[src/rtl/cs_intra_sad_sched_pkg.sv]
// Shared constants, state encoding and candidate substitution helper for the
// intra SAD scheduler.
package cs_intra_sad_sched_pkg;
  localparam int DATA_WIDTH     = 16;
  localparam int REG_BANK_DEPTH = 25;
  localparam int PACKET_LEN     = DATA_WIDTH * REG_BANK_DEPTH;
  localparam int PREDICTED_MODE = 2;
  localparam int MODE_W         = PREDICTED_MODE;
  localparam int BLK_COLS       = 8;
  localparam int BLK_ROWS       = 8;
  localparam int POS_W          = 8;
  localparam int TIMEOUT        = 64;
  localparam int WD_W           = $clog2(TIMEOUT);

  localparam logic [DATA_WIDTH-1:0] GREY0 = 16'h7F80;
  localparam logic [DATA_WIDTH-1:0] GREY  = 16'h3FC0;

  typedef enum logic [MODE_W-1:0] {
    MODE_LEFT = 2'd0,
    MODE_UP   = 2'd1,
    MODE_DC   = 2'd2,
    MODE_CP   = 2'd3
  } mode_e;

  typedef enum logic [2:0] {
    ST_IDLE = 3'd0,
    ST_SYNC = 3'd1,
    ST_WIN1 = 3'd2,
    ST_WIN2 = 3'd3,
    ST_OUT  = 3'd4
  } sched_state_e;

  function automatic logic [DATA_WIDTH-1:0] grey_sub(input logic unavail,
                                                     input logic [DATA_WIDTH-1:0] grey_val,
                                                     input logic [DATA_WIDTH-1:0] cand);
    return unavail ? grey_val : cand;
  endfunction
endpackage

[src/rtl/cs_blk_pos_cnt.sv]
// Block position counter: col/row of the block being accepted, frame-start
// load, raster wrap and last-block flag.
module cs_blk_pos_cnt
  import cs_intra_sad_sched_pkg::*;
(
  input  logic             clk,
  input  logic             rst,
  input  logic             adv,
  input  logic             sof,
  output logic [POS_W-1:0] pos_col,
  output logic [POS_W-1:0] pos_row,
  output logic             pos_eof
);
  logic [POS_W-1:0] cnt_col;
  logic [POS_W-1:0] cnt_row;
  logic             last_col;

  // Position of the block presented now; a frame start overrides the counter.
  assign pos_col  = sof ? '0 : cnt_col;
  assign pos_row  = sof ? '0 : cnt_row;
  assign last_col = (pos_col == POS_W'(BLK_COLS - 1));
  assign pos_eof  = last_col && (pos_row == POS_W'(BLK_ROWS - 1));

  always_ff @(posedge clk or negedge rst) begin
    if (!rst) begin
      cnt_col <= '0;
      cnt_row <= '0;
    end else if (adv) begin
      if (last_col) begin
        cnt_col <= '0;
        cnt_row <= pos_eof ? '0 : pos_row + 1'b1;
      end else begin
        cnt_col <= pos_col + 1'b1;
        cnt_row <= pos_row;
      end
    end
  end
endmodule

[src/rtl/cs_intra_sad_sched.sv]
// Sequences one block at a time through the free-running SAD engine: hold the
// block, align to a window, take mode then residual, hand the result downstream.
module cs_intra_sad_sched
  import cs_intra_sad_sched_pkg::*;
(
  input  logic                  clk,
  input  logic                  rst,
  input  logic                  in_valid,
  output logic                  in_ready,
  input  logic                  in_sof,
  input  logic [PACKET_LEN-1:0] in_packet,
  input  logic [DATA_WIDTH-1:0] in_left0,
  input  logic [DATA_WIDTH-1:0] in_up0,
  input  logic [DATA_WIDTH-1:0] in_dc0,
  input  logic [DATA_WIDTH-1:0] in_left,
  input  logic [DATA_WIDTH-1:0] in_up,
  input  logic [DATA_WIDTH-1:0] in_dc,
  output logic [PACKET_LEN-1:0] eng_y_in,
  output logic [DATA_WIDTH-1:0] eng_left0,
  output logic [DATA_WIDTH-1:0] eng_up0,
  output logic [DATA_WIDTH-1:0] eng_dc0,
  output logic [DATA_WIDTH-1:0] eng_left,
  output logic [DATA_WIDTH-1:0] eng_up,
  output logic [DATA_WIDTH-1:0] eng_dc,
  input  logic                  eng_busy,
  input  logic [PACKET_LEN-1:0] eng_resid,
  input  logic [MODE_W-1:0]     eng_mode,
  output logic                  out_valid,
  input  logic                  out_ready,
  output logic [PACKET_LEN-1:0] out_resid,
  output logic [MODE_W-1:0]     out_mode,
  output logic [7:0]            out_col,
  output logic [7:0]            out_row,
  output logic                  out_eof,
  output logic                  err_timeout
);
  // state | meaning
  // IDLE  | ready for a block; accept loads holding regs and position
  // SYNC  | waiting for the first busy-low to align to a window boundary
  // WIN1  | engine deciding; busy-low captures the mode
  // WIN2  | engine producing residual; busy-low captures it
  // OUT   | result presented until downstream accepts
  sched_state_e state, state_nxt;

  logic             armed;
  logic             accept;
  logic             busy_low;
  logic             waiting;
  logic             wd_expired;
  logic [WD_W-1:0]  wd_cnt;
  logic [POS_W-1:0] pos_col;
  logic [POS_W-1:0] pos_row;
  logic             pos_eof;
  logic             no_left;
  logic             no_up;

  cs_blk_pos_cnt u_pos (
    .clk     (clk),
    .rst     (rst),
    .adv     (accept),
    .sof     (in_sof),
    .pos_col (pos_col),
    .pos_row (pos_row),
    .pos_eof (pos_eof)
  );

  assign no_left  = (pos_col == '0);
  assign no_up    = (pos_row == '0);
  assign busy_low = !eng_busy;
  assign accept   = in_valid && in_ready;

  always_comb begin
    state_nxt  = state;
    in_ready   = 1'b0;
    out_valid  = 1'b0;
    waiting    = (state == ST_SYNC) || (state == ST_WIN1) || (state == ST_WIN2);
    wd_expired = waiting && eng_busy && (wd_cnt == '0);
    unique case (state)
      ST_IDLE: begin
        in_ready = armed;
        if (in_valid && armed) state_nxt = ST_SYNC;
      end
      ST_SYNC: if (wd_expired) state_nxt = ST_IDLE; else if (busy_low) state_nxt = ST_WIN1;
      ST_WIN1: if (wd_expired) state_nxt = ST_IDLE; else if (busy_low) state_nxt = ST_WIN2;
      ST_WIN2: if (wd_expired) state_nxt = ST_IDLE; else if (busy_low) state_nxt = ST_OUT;
      ST_OUT: begin
        out_valid = 1'b1;
        if (out_ready) state_nxt = ST_IDLE;
      end
      default: state_nxt = ST_IDLE;
    endcase
  end

  // armed keeps in_ready low for the first cycle out of reset.
  always_ff @(posedge clk or negedge rst) begin
    if (!rst) begin
      state <= ST_IDLE;
      armed <= 1'b0;
    end else begin
      state <= state_nxt;
      armed <= 1'b1;
    end
  end

  // Watchdog: down-counter reloaded on accept and on every engine busy-low.
  always_ff @(posedge clk or negedge rst) begin
    if (!rst) begin
      wd_cnt <= '0;
    end else if (accept || (waiting && busy_low)) begin
      wd_cnt <= WD_W'(TIMEOUT - 1);
    end else if (waiting && (wd_cnt != '0)) begin
      wd_cnt <= wd_cnt - 1'b1;
    end
  end

  always_ff @(posedge clk or negedge rst) begin
    if (!rst) begin
      eng_y_in    <= '0;
      eng_left0   <= '0;
      eng_up0     <= '0;
      eng_dc0     <= '0;
      eng_left    <= '0;
      eng_up      <= '0;
      eng_dc      <= '0;
      out_col     <= '0;
      out_row     <= '0;
      out_eof     <= 1'b0;
      out_mode    <= '0;
      out_resid   <= '0;
      err_timeout <= 1'b0;
    end else begin
      if (accept) begin
        eng_y_in  <= in_packet;
        eng_left0 <= grey_sub(no_left, GREY0, in_left0);
        eng_left  <= grey_sub(no_left, GREY, in_left);
        eng_up0   <= grey_sub(no_up, GREY0, in_up0);
        eng_up    <= grey_sub(no_up, GREY, in_up);
        eng_dc0   <= grey_sub(no_left && no_up, GREY0, in_dc0);
        eng_dc    <= grey_sub(no_left && no_up, GREY, in_dc);
        out_col   <= pos_col;
        out_row   <= pos_row;
        out_eof   <= pos_eof;
      end
      // Residual belongs to the window after the one that produced the mode.
      if ((state == ST_WIN1) && busy_low) out_mode <= eng_mode;
      if ((state == ST_WIN2) && busy_low) out_resid <= eng_resid;
      if (wd_expired) err_timeout <= 1'b1;
    end
  end
endmodule

[config.mk]
export PLATFORM = sky130hd
export DESIGN_NAME = cs_intra_sad_sched
export DESIGN_NICKNAME = d
export VERILOG_FILES = /design/src/rtl/cs_intra_sad_sched_pkg.sv /design/src/rtl/cs_blk_pos_cnt.sv /design/src/rtl/cs_intra_sad_sched.sv
export SDC_FILE = /design/constraint.sdc
export NUM_CORES = 2
export LEC_CHECK = 0
export ABC_CLOCK_PERIOD_IN_PS = 2650
export CAP_MARGIN = 5
export CORE_AREA = 10 10 694 696
export CTS_CLUSTER_DIAMETER = 80
export CTS_CLUSTER_SIZE = 28
export DETAILED_ROUTE_END_ITERATION = 12
export DIE_AREA = 0 0 704 706
export RECOVER_POWER = 100
export SLEW_MARGIN = 0
export SYNTH_ARGS = -nofsm -noshare
export SYNTH_HDL_FRONTEND = slang
export SYNTH_SLANG_ARGS = --single-unit
[constraint.sdc]
create_clock -name clk -period 2.65 [get_ports clk]
set_input_delay 0.53 -clock clk [delete_from_list [all_inputs] [get_ports clk]]
set_output_delay 0.53 -clock clk [all_outputs]
set_load 0.02 [all_outputs]
==> metrics.cfg <==
[outcome]
outcome = finished, violations left
violations = capacitance limit, slew limit

[sta]
fin_crit_sh = 0.9795
finalMaxSlewViolations = 236
hold_viol = 0
worstMarginPinSlew_ns = 1.794
skew_ns = 0.05082
final-setup-viol-count = 0
relSlewSlack = -0.1961
post-route-min-period_ns = 2.596
max_freq_ghz = 0.3853
finalWorstSetupSlack_ns = 0.05433

[power]
share_seq_of_total_power = 0.295
pwr-share-clk = 0.201
p_leak_uw = 0.02799
pwr-share-comb = 0.505
power.switching_uw = 42100
internal_power_uw = 41900
ir_worst_vdd_v = 0.0006805
switching_share = 0.5012
powerDensity_mw_per_mm2 = 1297

[worst_hold_path]
holdCritPathClass = in2reg

[yosys]
yosysMostFrequentCell = nand2_1
synth.ff_latch_count = 942
synth_nets = 3990
synth_ff_type = dfrtp_1
syn_avg_cell_area_sq_um = 11.56
syn_area_sq_mm = 0.03559
post_synth_inst_count = 3080
yosys_warnings = 0
ys_async_sr_fraction = 1.000
ys_types = 54
yosysSeqAreaShare = 0.6623
netlist.top_cell.by_area = dfrtp_1
synth_top_cells_by_count = nand2_1, dfrtp_1, mux2_2
synth_top_cell_area_share = 0.6623
synth-edff-count = 0
netlist_top_cells_area = dfrtp_1, nand2_1, mux2_2, buf_2, clkbuf_1

[critical_path]
path_max_fanout = 2
cp_slowest_cell = clkdlybuf4s50_1
start_kind = register
critPathKind = reg2out
critPathTopFamily = buffers and inverters
required_ns = 2.12
crit_chain = clkdlybuf4s50_1
path_buf_inv = 1
endpoint_kind = output pin
slowest_delay_ns = 0.78
cp.arrival_ns = 2.07

[cts]
cts.sinks = 942
numCtsBuffers = 102
clkLatencyLatePin_ns = 0.89
cts.clk_slew.worst_paths_ns = 0.09
cts_tree = yes
h-tree-depth = 3
cts-root-buf = clkbuf_16
post_cts_buffers = 0
cts_buffer_depth = 4

[global_routing]
overflow = 0
grt_pass1_wl_um = 472200
antenna_found_initial = 389
grt_max_degree = 112
grt_use_total = 0.1524
first_global_vias = 32760

[route]
drt_pass1_iterations = 8
wl_per_cell_um = 34.90
ant_nets = 0
via_count = 33250
routed_wl_um = 395700
drtIter0Drc = 2804
drc = 0
via_per_inst = 2.932

[place]
portBuffers = 1821
dp_hpwl_um = 355100
pre_cts_slack_ns = -0.06995
gp_congestion = 0.9382
placed_cells = 11080

[job]
maxCapViolCount = 4

[die]
core_area_sq_mm = 0.4667
dieArea_sq_mm = 0.4970
ioPinCount = 1822
dieWidth_um = 704
rows = 251
die_y_um = 706
initial_core_util = 0.07626

[finish]
layout-drive-gt1-share = 0.1637
fin_cells = 11340
syn_to_final_growth_pct = 82.04
final_net_count = 5905

[routing by layer]
metal,routed length (um),vias to the layer above,track usage
li1,-,13940,-
met1,120000,16190,0.1369
met2,178600,2206,0.2458
met3,79290,826,0.1387
met4,17180,86,0.05006
met5,562,-,0
[kinds of logic after synthesis]
| family | Yosys count | share of synthesized area |
|---|---|---|
| AO/OA/AOI/OAI | 139 | 0.02851 |
| other | 1 | 0.0001054 |
| AND/OR/NAND/NOR | 1395 | 0.1547 |
| buffers and inverters | 185 | 0.02243 |
| flip-flops | 942 | 0.6623 |
| multiplexers | 406 | 0.1284 |
| adder cells (fa/ha/maj) | 6 | 0.002109 |
| XOR/XNOR | 6 | 0.001477 |
[cell type report]
cell class | count | area (sq um)
clock buffer | 108 | 2595
tap | 6198 | 7755
antenna | 65 | 162.7
timing repair buffer | 1982 | 18210
clock inverter | 77 | 1261
multi-input combinational | 1953 | 11180
sequential | 942 | 23570
fill | 52910 | 401900
inverter | 14 | 52.55
[sequential cells by signal, summed over array words and instances (netlist names), 2 cells and up]
name,flops
eng_dc,16
eng_dc0,16
eng_left,16
eng_left0,16
eng_up,16
eng_up0,16
eng_y_in,400
out_col,8
out_mode,2
out_resid,400
out_row,8
state,3
u_pos.cnt_col,8
u_pos.cnt_row,8
wd_cnt,6
[power by group through the flow]
stage,Sequential (uW),Combinational [uW],Clock [uW]
3_5_place_dp,25100,46900,0
4_1_cts,24900,45000,17600
5_1_grt,25600,45300,17900
6_report,24800,42400,16900
2_1_floorplan,32400,7650,0
3_3_place_gp,24900,47000,0
[final timing paths]
kind | startpoint | endpoint | slack [ns] | depth (start not counted)
setup / recovery | eng_y_in[22]$_DFFE_PN0P_ | eng_y_in[22] | 0.05 | 1
hold / removal | in_packet[290] | eng_y_in[290]$_DFFE_PN0P_ | 0.13 | 3
setup reg to reg | state[2]$_DFFE_PN0P_ | out_resid[80]$_DFFE_PN0P_ | 0.16 | 5
hold reg to reg | out_col[6]$_DFFE_PN0P_ | out_col[6]$_DFFE_PN0P_ | 0.46 | 2
max in group asynchronous | rst | out_resid[69]$_DFFE_PN0P_ | 0.23 | 5
min in group asynchronous | rst | eng_y_in[174]$_DFFE_PN0P_ | 0.14 | 2
[layout by cell type (no fill, tap or decap), types with 14 or more instances in the layout]
master	instances
clkdlybuf4s50_1	1021
clkbuf_2	151
o21ai_0	19
buf_4	52
o22a_1	32
dlygate4sd3_1	250
inv_12	16
dfrtp_1	941
a21oi_1	29
nand3_1	21
clkinv_8	19
diode_2	65
a22o_1	33
nand2_1	1307
dlygate4sd2_1	414
inv_1	14
buf_12	17
clkbuf_16	102
clkbuf_1	65
mux2_2	403
[per-stage QoR]
stage	hold WS, ns	utilization	cell area [sq um]	power (uW)	setup TNS (ns)
after detailed placement	0.4560	0.1333	62200	72040	-1.089
after floorplan	0.2344	-	35590	40010	0
after CTS	0.0001589	0.1405	65590	87490	0
after global placement	0.4519	0.1333	62200	71850	-1.802
after global routing	0.07191	0.1387	64730	88810	-0.009419
final	0.1288	0.1388	64790	84000	0
[timing repair]
item / 4_1_cts / 5_1_grt
pin swaps: 1 / 0
hold buffers: 5 / 0
cloned: 0 / 0
setup endpoints to repair: 416 / 4
endpoints found under the hold margin: 173 / 0
gates resized for setup: 425 / 4
Note: power is estimated with default switching activity, not from simulation.
